--- config.mk ---
export PLATFORM = sky130hd
export DESIGN_NAME = logic_gate_sweep_flat
export DESIGN_NICKNAME = d
export VERILOG_FILES = /design/src/rtl/gate_pkg.sv /design/src/rtl/logic_gate_sweep_if.sv /design/src/rtl/gate_eval.sv /design/src/rtl/logic_gate_sweep.sv /design/src/flat_wrapper.sv
export SDC_FILE = /design/constraint.sdc
export NUM_CORES = 1
export LEC_CHECK = 0
export ABC_AREA = 1
export BUFFER_PORTS_ARGS = -buffer_cell sky130_fd_sc_hd__buf_4
export CORE_MARGIN = 1.5
export CORE_UTILIZATION = 54
export DETAILED_ROUTE_END_ITERATION = 8
export GPL_TIMING_DRIVEN = 0
export PLACE_DENSITY = 0.76
export SYNTH_ARGS = -nofsm -noshare
export SYNTH_HDL_FRONTEND = slang
export SYNTH_HIERARCHICAL = 1
export SYNTH_SLANG_ARGS = --single-unit
--- constraint.sdc ---
create_clock -name clk -period 2.65 [get_ports clk]
set_clock_uncertainty 0.2 [all_clocks]
set_input_delay 0 -clock clk [delete_from_list [all_inputs] [get_ports clk]]
set_output_delay 0 -clock clk [all_outputs]
set_load 0.03 [all_outputs]
--- src/rtl/gate_pkg.sv ---
`default_nettype none
// ============================================================================
// Module      : gate_pkg
// Description : Gate-mode and sweep-state encodings shared by the sweep block.
// Revision    : 1.0 - initial release
// ============================================================================
package gate_pkg;

    localparam logic [2:0] c_mode_and  = 3'd0;
    localparam logic [2:0] c_mode_or   = 3'd1;
    localparam logic [2:0] c_mode_xor  = 3'd2;
    localparam logic [2:0] c_mode_nand = 3'd3;
    localparam logic [2:0] c_mode_nor  = 3'd4;
    localparam logic [2:0] c_mode_xnor = 3'd5;
    localparam logic [2:0] c_mode_buf  = 3'd6;
    localparam logic [2:0] c_mode_zero = 3'd7;

    typedef enum logic [2:0] {
        MODE_AND  = c_mode_and,
        MODE_OR   = c_mode_or,
        MODE_XOR  = c_mode_xor,
        MODE_NAND = c_mode_nand,
        MODE_NOR  = c_mode_nor,
        MODE_XNOR = c_mode_xnor,
        MODE_BUF  = c_mode_buf,
        MODE_ZERO = c_mode_zero
    } gate_mode_e;

    localparam logic [1:0] c_st_idle  = 2'd0;
    localparam logic [1:0] c_st_drive = 2'd1;
    localparam logic [1:0] c_st_done  = 2'd2;

    typedef enum logic [1:0] {
        ST_IDLE  = c_st_idle,
        ST_DRIVE = c_st_drive,
        ST_DONE  = c_st_done
    } sweep_state_e;

endpackage
`default_nettype wire

--- src/rtl/logic_gate_sweep_if.sv ---
`default_nettype none
// ============================================================================
// Module      : logic_gate_sweep_if
// Description : Control/result bundle of the gate sweep block.
// Revision    : 1.0 - initial release
// ============================================================================
interface logic_gate_sweep_if #(
    parameter int N_IN = 2
);
    logic                   start;
    logic [2:0]             mode;
    logic [N_IN-1:0]        vec_o;
    logic                   out_o;
    logic                   out_valid;
    logic                   busy;
    logic                   done;
    logic [(2**N_IN)-1:0]   truth_o;

    modport master (
        output start, mode,
        input  vec_o, out_o, out_valid, busy, done, truth_o
    );

    modport slave (
        input  start, mode,
        output vec_o, out_o, out_valid, busy, done, truth_o
    );
endinterface
`default_nettype wire

--- src/rtl/gate_eval.sv ---
`default_nettype none
// ============================================================================
// Module      : gate_eval
// Description : Combinational N-input gate selected by a 3-bit mode.
// Revision    : 1.0 - initial release
// ============================================================================
module gate_eval
    import gate_pkg::*;
#(
    parameter int N_IN = 2
) (
    input  wire logic [N_IN-1:0] vec,
    input  gate_mode_e           mode,
    output logic                 y
);
    // XNOR is a chain of 2-input XNOR gates: N_IN-1 inversions on top of parity.
    localparam logic c_xnor_flip = ((N_IN - 1) % 2) == 1;

    always_comb begin
        y = 1'b0;
        case (mode)
            MODE_AND:  y = &vec;
            MODE_OR:   y = |vec;
            MODE_XOR:  y = ^vec;
            MODE_NAND: y = ~&vec;
            MODE_NOR:  y = ~|vec;
            MODE_XNOR: y = (^vec) ^ c_xnor_flip;
            MODE_BUF:  y = vec[0];
            MODE_ZERO: y = 1'b0;
            default:   y = 1'b0;
        endcase
    end
endmodule
`default_nettype wire

--- src/rtl/logic_gate_sweep.sv ---
`default_nettype none
// ============================================================================
// Module      : logic_gate_sweep
// Description : Steps every input vector through a selectable gate, holding
//               each for HOLD cycles, and captures the resulting truth table.
// Revision    : 1.0 - initial release
// ============================================================================
module logic_gate_sweep
    import gate_pkg::*;
#(
    parameter int N_IN = 2,
    parameter int HOLD = 5
) (
    input wire logic          clk,
    input wire logic          rst,
    logic_gate_sweep_if.slave bus
);
    localparam int                    c_hold_w    = $clog2(HOLD + 1);
    localparam int                    c_vec_w     = N_IN + 1;
    localparam int                    c_nvec      = 2 ** N_IN;
    localparam logic [c_vec_w-1:0]    c_vec_last  = c_vec_w'(c_nvec - 1);
    localparam logic [c_hold_w-1:0]   c_hold_last = c_hold_w'(HOLD - 1);
    localparam logic                  c_hold_one  = (HOLD == 1);

    sweep_state_e          r_state, w_state_nxt;
    gate_mode_e            r_mode,  w_mode_nxt;
    logic [c_vec_w-1:0]    r_vec,   w_vec_nxt;
    logic [c_hold_w-1:0]   r_hold,  w_hold_nxt;
    logic [c_nvec-1:0]     r_truth, w_truth_nxt;
    logic                  r_out,   w_out_nxt;
    logic                  r_valid, w_valid_nxt;
    logic                  r_busy,  w_busy_nxt;
    logic                  r_done,  w_done_nxt;
    logic                  w_gate_y;
    logic [c_hold_w-1:0]   w_hold_inc;

    assign w_hold_inc = r_hold + c_hold_w'(1);

    always_ff @(posedge clk) begin
        if (rst) begin
            r_state <= ST_IDLE;
            r_mode  <= MODE_AND;
            r_vec   <= '0;
            r_hold  <= '0;
            r_truth <= '0;
            r_out   <= 1'b0;
            r_valid <= 1'b0;
            r_busy  <= 1'b0;
            r_done  <= 1'b0;
        end else begin
            r_state <= w_state_nxt;
            r_mode  <= w_mode_nxt;
            r_vec   <= w_vec_nxt;
            r_hold  <= w_hold_nxt;
            r_truth <= w_truth_nxt;
            r_out   <= w_out_nxt;
            r_valid <= w_valid_nxt;
            r_busy  <= w_busy_nxt;
            r_done  <= w_done_nxt;
        end
    end

    // r_valid marks the final hold cycle of the vector currently on vec_o.
    always_comb begin
        w_state_nxt = r_state;
        w_mode_nxt  = r_mode;
        w_vec_nxt   = r_vec;
        w_hold_nxt  = r_hold;
        w_truth_nxt = r_truth;
        w_valid_nxt = 1'b0;
        w_done_nxt  = 1'b0;
        case (r_state)
            ST_IDLE: begin
                if (bus.start) begin
                    w_state_nxt = ST_DRIVE;
                    w_mode_nxt  = gate_mode_e'(bus.mode);
                    w_vec_nxt   = '0;
                    w_hold_nxt  = '0;
                    w_truth_nxt = '0;
                    w_valid_nxt = c_hold_one;
                end
            end
            ST_DRIVE: begin
                if (r_valid) begin
                    w_truth_nxt[r_vec[N_IN-1:0]] = r_out;
                    w_hold_nxt = '0;
                    if (r_vec == c_vec_last) begin
                        w_state_nxt = ST_DONE;
                        w_done_nxt  = 1'b1;
                    end else begin
                        w_vec_nxt   = r_vec + c_vec_w'(1);
                        w_valid_nxt = c_hold_one;
                    end
                end else begin
                    w_hold_nxt  = w_hold_inc;
                    w_valid_nxt = (w_hold_inc == c_hold_last);
                end
            end
            ST_DONE: begin
                w_state_nxt = ST_IDLE;
            end
            default: begin
                w_state_nxt = ST_IDLE;
            end
        endcase
    end

    // Evaluating on the next-state vector keeps out_o aligned with vec_o.
    gate_eval #(
        .N_IN (N_IN)
    ) u_gate_eval (
        .vec  (w_vec_nxt[N_IN-1:0]),
        .mode (w_mode_nxt),
        .y    (w_gate_y)
    );

    assign w_out_nxt  = (w_state_nxt == ST_DRIVE) && w_gate_y;
    assign w_busy_nxt = (w_state_nxt != ST_IDLE);

    assign bus.vec_o     = r_vec[N_IN-1:0];
    assign bus.out_o     = r_out;
    assign bus.out_valid = r_valid;
    assign bus.busy      = r_busy;
    assign bus.done      = r_done;
    assign bus.truth_o   = r_truth;
endmodule
`default_nettype wire
--- src/flat_wrapper.sv ---
// flat-port wrapper written by rule: the top's interface ports become plain ports
module logic_gate_sweep_flat import gate_pkg::*;
#(
    parameter int N_IN = 2,
    parameter int HOLD = 5
)
  (clk, rst, bus_start, bus_mode, bus_vec_o, bus_out_o, bus_out_valid, bus_busy, bus_done, bus_truth_o);
  logic_gate_sweep_if #(.N_IN(N_IN)) bus_i ();
  input wire logic clk;
  input wire logic rst;
  input wire logic [$bits(bus_i.start)-1:0] bus_start;
  input wire logic [$bits(bus_i.mode)-1:0] bus_mode;
  output wire logic [$bits(bus_i.vec_o)-1:0] bus_vec_o;
  output wire logic [$bits(bus_i.out_o)-1:0] bus_out_o;
  output wire logic [$bits(bus_i.out_valid)-1:0] bus_out_valid;
  output wire logic [$bits(bus_i.busy)-1:0] bus_busy;
  output wire logic [$bits(bus_i.done)-1:0] bus_done;
  output wire logic [$bits(bus_i.truth_o)-1:0] bus_truth_o;
  assign bus_i.start = bus_start;
  assign bus_i.mode = bus_mode;
  assign bus_vec_o = bus_i.vec_o;
  assign bus_out_o = bus_i.out_o;
  assign bus_out_valid = bus_i.out_valid;
  assign bus_busy = bus_i.busy;
  assign bus_done = bus_i.done;
  assign bus_truth_o = bus_i.truth_o;
  logic_gate_sweep #(.N_IN(N_IN), .HOLD(HOLD)) u_core (.clk(clk), .rst(rst), .bus(bus_i));
endmodule
==> qor.yml <==
timing:
  tns_ps: 0
  max_freq_mhz: 436
  maxSlewHeadroom_pct: 71.2
  worstMarginPinSlew_ps: 432
  drv_slew: 0
  period_minus_slack_ps: 2300
  setup_viol: 0
  grt_setup_unrepaired: "false"
  hold_viol: 0
  post-route-period-util_pct: 86.6
route:
  ant_nets: 0
  route.detailed.wl_per_inst_microns: 9.54
  dr.pass1.iters: 4
  drtIter0Drc: 15
  routed_wl_microns: 1990
  dr_total_vias: 975
  drc_errors: 0
  via_per_inst: 4.67
die:
  dieArea_sq_um: 2230
  ios: 16
  die_h_microns: 47.3
  core_area_sq_um: 1780
  initial_core_util_pct: 59.4
  rows: 15
  dieWidth_microns: 47.3
hold_path:
  min_from: "rst"
  hold_path.class: "in -> reg"
place:
  hpwl_microns: 1520
  port_buffers: 15
  placed_area_sq_um: 1200
  routabilityCongestion: 0.730
synth:
  synth_top_cell_by_area: "dfxtp_1"
  yosys-top-cells-area: "dfxtp_1 (36%), nand2_1 (16%), inv_1 (11%)"
  ys_types: 21
  syn_inst: 157
  seq_area_frac_synth_pct: 35.9
  syn-cell-area_sq_um: 1060
  ys.warnings.count: 6
  synth_top_area_share_pct: 35.9
  syn_nets: 171
  synth-seq-cells: 19
  syn_area_per_cell_sq_um: 6.74
final_layout:
  antenna_cells: 0
  fin_area_sq_um: 1310
  regArea_sq_um: 380
  drive_gt1_share_pct: 16.8
  syn_to_final_growth_pct: 23.6
  multiInputGateArea_sq_um: 520
  fillCellCount: 162
  fin_nets: 199
setup_path:
  crit_type: "reg -> reg"
  critPathArrivalTime_ps: 2270
  crit_path_max_fanout: 5
  end_kind: "flop"
  required_ps: 2630
  worstSetupStartpointType: "flop"
  worstSetupStartpoint: "u_core/r_vec[0]"
  rr_startpoint: "u_core/r_vec[0]"
clocking:
  post_cts_resized: 0
  htreeDepth: 1
  clockBufferDepth: 2
  numCtsBuffers: 3
  cts.sinks: 19
  cts_hold_buf: 8
  cts_setup_buffers: 0
  cts-root-buf: "clkbuf_4"
  clk_latency_ps: 290
  cts_tree: "yes"
  path_clk_slew_ps: 100
pwr:
  p_int_w: 0.000408
  p_sw_w: 0.000166
  p_sw_share_pct: 28.9
  powerDensity_nw_per_um2: 439
  seqPwrFrac_pct: 53.3
  peakVddDrop_uv: 332
  p_clk_share_pct: 24.8
  combPwrFrac_pct: 21.9
  leakage_nw: 0.706
grt:
  antenna_found_initial: 0
  grt_max_degree: 11
  first_global_vias: 860
  overflow: 0
  grt_pass1_wl_microns: 3260
  grt_use_total_pct: 20.7
flow_run:
  maxCapViolCount: 0
run_status:
  status: "completed"
[flip-flops by register name, indices dropped and copies added (netlist names)]
register	cells
u_core/bus.busy	1
u_core/bus.out_o	1
u_core/bus.out_valid	1
u_core/r_mode	3
u_core/r_hold	3
u_core/bus.done	1
u_core/bus.truth_o	4
u_core/r_vec	3
u_core/r_state	2
[layout by cell type, fill, tap and decap left out]
cell	count
nand4_1	1
a21oi_1	5
buf_4	17
dfxtp_1	19
dlygate4sd3_1	8
clkbuf_4	3
nand2_4	1
inv_1	32
nand3_2	2
nand2_1	45
o211ai_1	1
ha_1	8
nand2_2	1
xor2_1	1
inv_2	5
nor2_1	14
o21ai_0	2
nand3_1	6
nor2_4	1
clkbuf_1	2
nor3_1	3
o21ai_1	6
nand3_4	1
[layout make-up]
| class | instances | share of cell area [%] |
|---|---|---|
| buffer | 3 | 1.43 |
| clock buffer | 4 | 2.01 |
| inverter | 37 | 10.6 |
| multi-input combinational | 98 | 39.8 |
| sequential | 19 | 29.1 |
| tap | 25 | 2.39 |
| timing repair buffer | 23 | 14.7 |
[synth_stat cells]
cell type	count
nand2_2	1
nor2_1	14
dfxtp_1	19
nand3_4	1
o21ai_0	2
nor2_4	1
xor2_1	1
o211ai_1	1
nand2_4	1
buf_4	2
nor3_1	3
nand4_1	1
clkbuf_1	1
inv_1	32
inv_2	5
o21ai_1	6
a21oi_1	5
nand3_1	6
ha_1	8
nand3_2	2
nand2_1	45
[cell families (layout without fill, tap and decap cells)]
family	count (synthesis)	in the layout	synth area share (%)
AO/OA/AOI/OAI	14	14	6.86
XOR/XNOR	1	1	0.828
adder cells (fa/ha/maj)	8	8	9.46
buffers and inverters	40	67	14.9
flip-flops	19	19	35.9
AND/OR/NAND/NOR	75	75	32.0
[power groups by stage]
| stage | clock network (W) | logic (W) | registers [W] |
|---|---|---|---|
| after floorplan | 0 | 0.0000730 | 0.000320 |
| after global placement | 0 | 0.000106 | 0.000312 |
| after detailed placement | 0 | 0.000110 | 0.000313 |
| after CTS | 0.000151 | 0.000125 | 0.000306 |
| after global routing | 0.000162 | 0.000142 | 0.000308 |
| final | 0.000142 | 0.000126 | 0.000306 |
[worst paths after layout]
check        slack (ps)  cells past startpoint          endpoint
min reg2reg         280                      2   u_core/r_vec[2]
max                 350                     17  u_core/bus.out_o
max reg2reg         350                     17  u_core/bus.out_o
min                 260                      3  u_core/r_hold[0]
[layer usage]
| metal | part of all wire [%] | wire (microns) | track usage [%] |
|---|---|---|---|
| met4 | 0.65 | 13 | 8.33 |
| met5 | 0 | 0 | 0 |
| met3 | 2.8 | 55 | 3.46 |
| met2 | 53 | 1050 | 40.3 |
| met1 | 44 | 872 | 21.4 |
[through the flow]
stage          hold slack [ps]  utilization, %  worst slack [ps]  total power, W  std cells
5_1_grt                    244            73.4              98.5        0.000612        209
2_1_floorplan             -131               -               604        0.000393        157
4_1_cts                    224            73.4               355        0.000582        209
3_5_place_dp              4.05            67.4               377        0.000423        197
3_3_place_gp             -8.41            67.4               423        0.000418        197
6_report                   260            73.4               355        0.000574        209
[critical path, cell delays in order (launching register included)]
cell and delay, ps:
dfxtp_1 420, ha_1 260, nand2_1 170, nand3_2 130, nand2_1 50, nand2_1 50
nand2_1 70, inv_2 60, inv_1 40, ha_1 280, inv_1 80, nand2_1 50
nand3_1 80, nand3_1 70, nand2_1 60, inv_1 30, nand2_1 50, nor2_1 30
(Power assumes the default switching activity.)
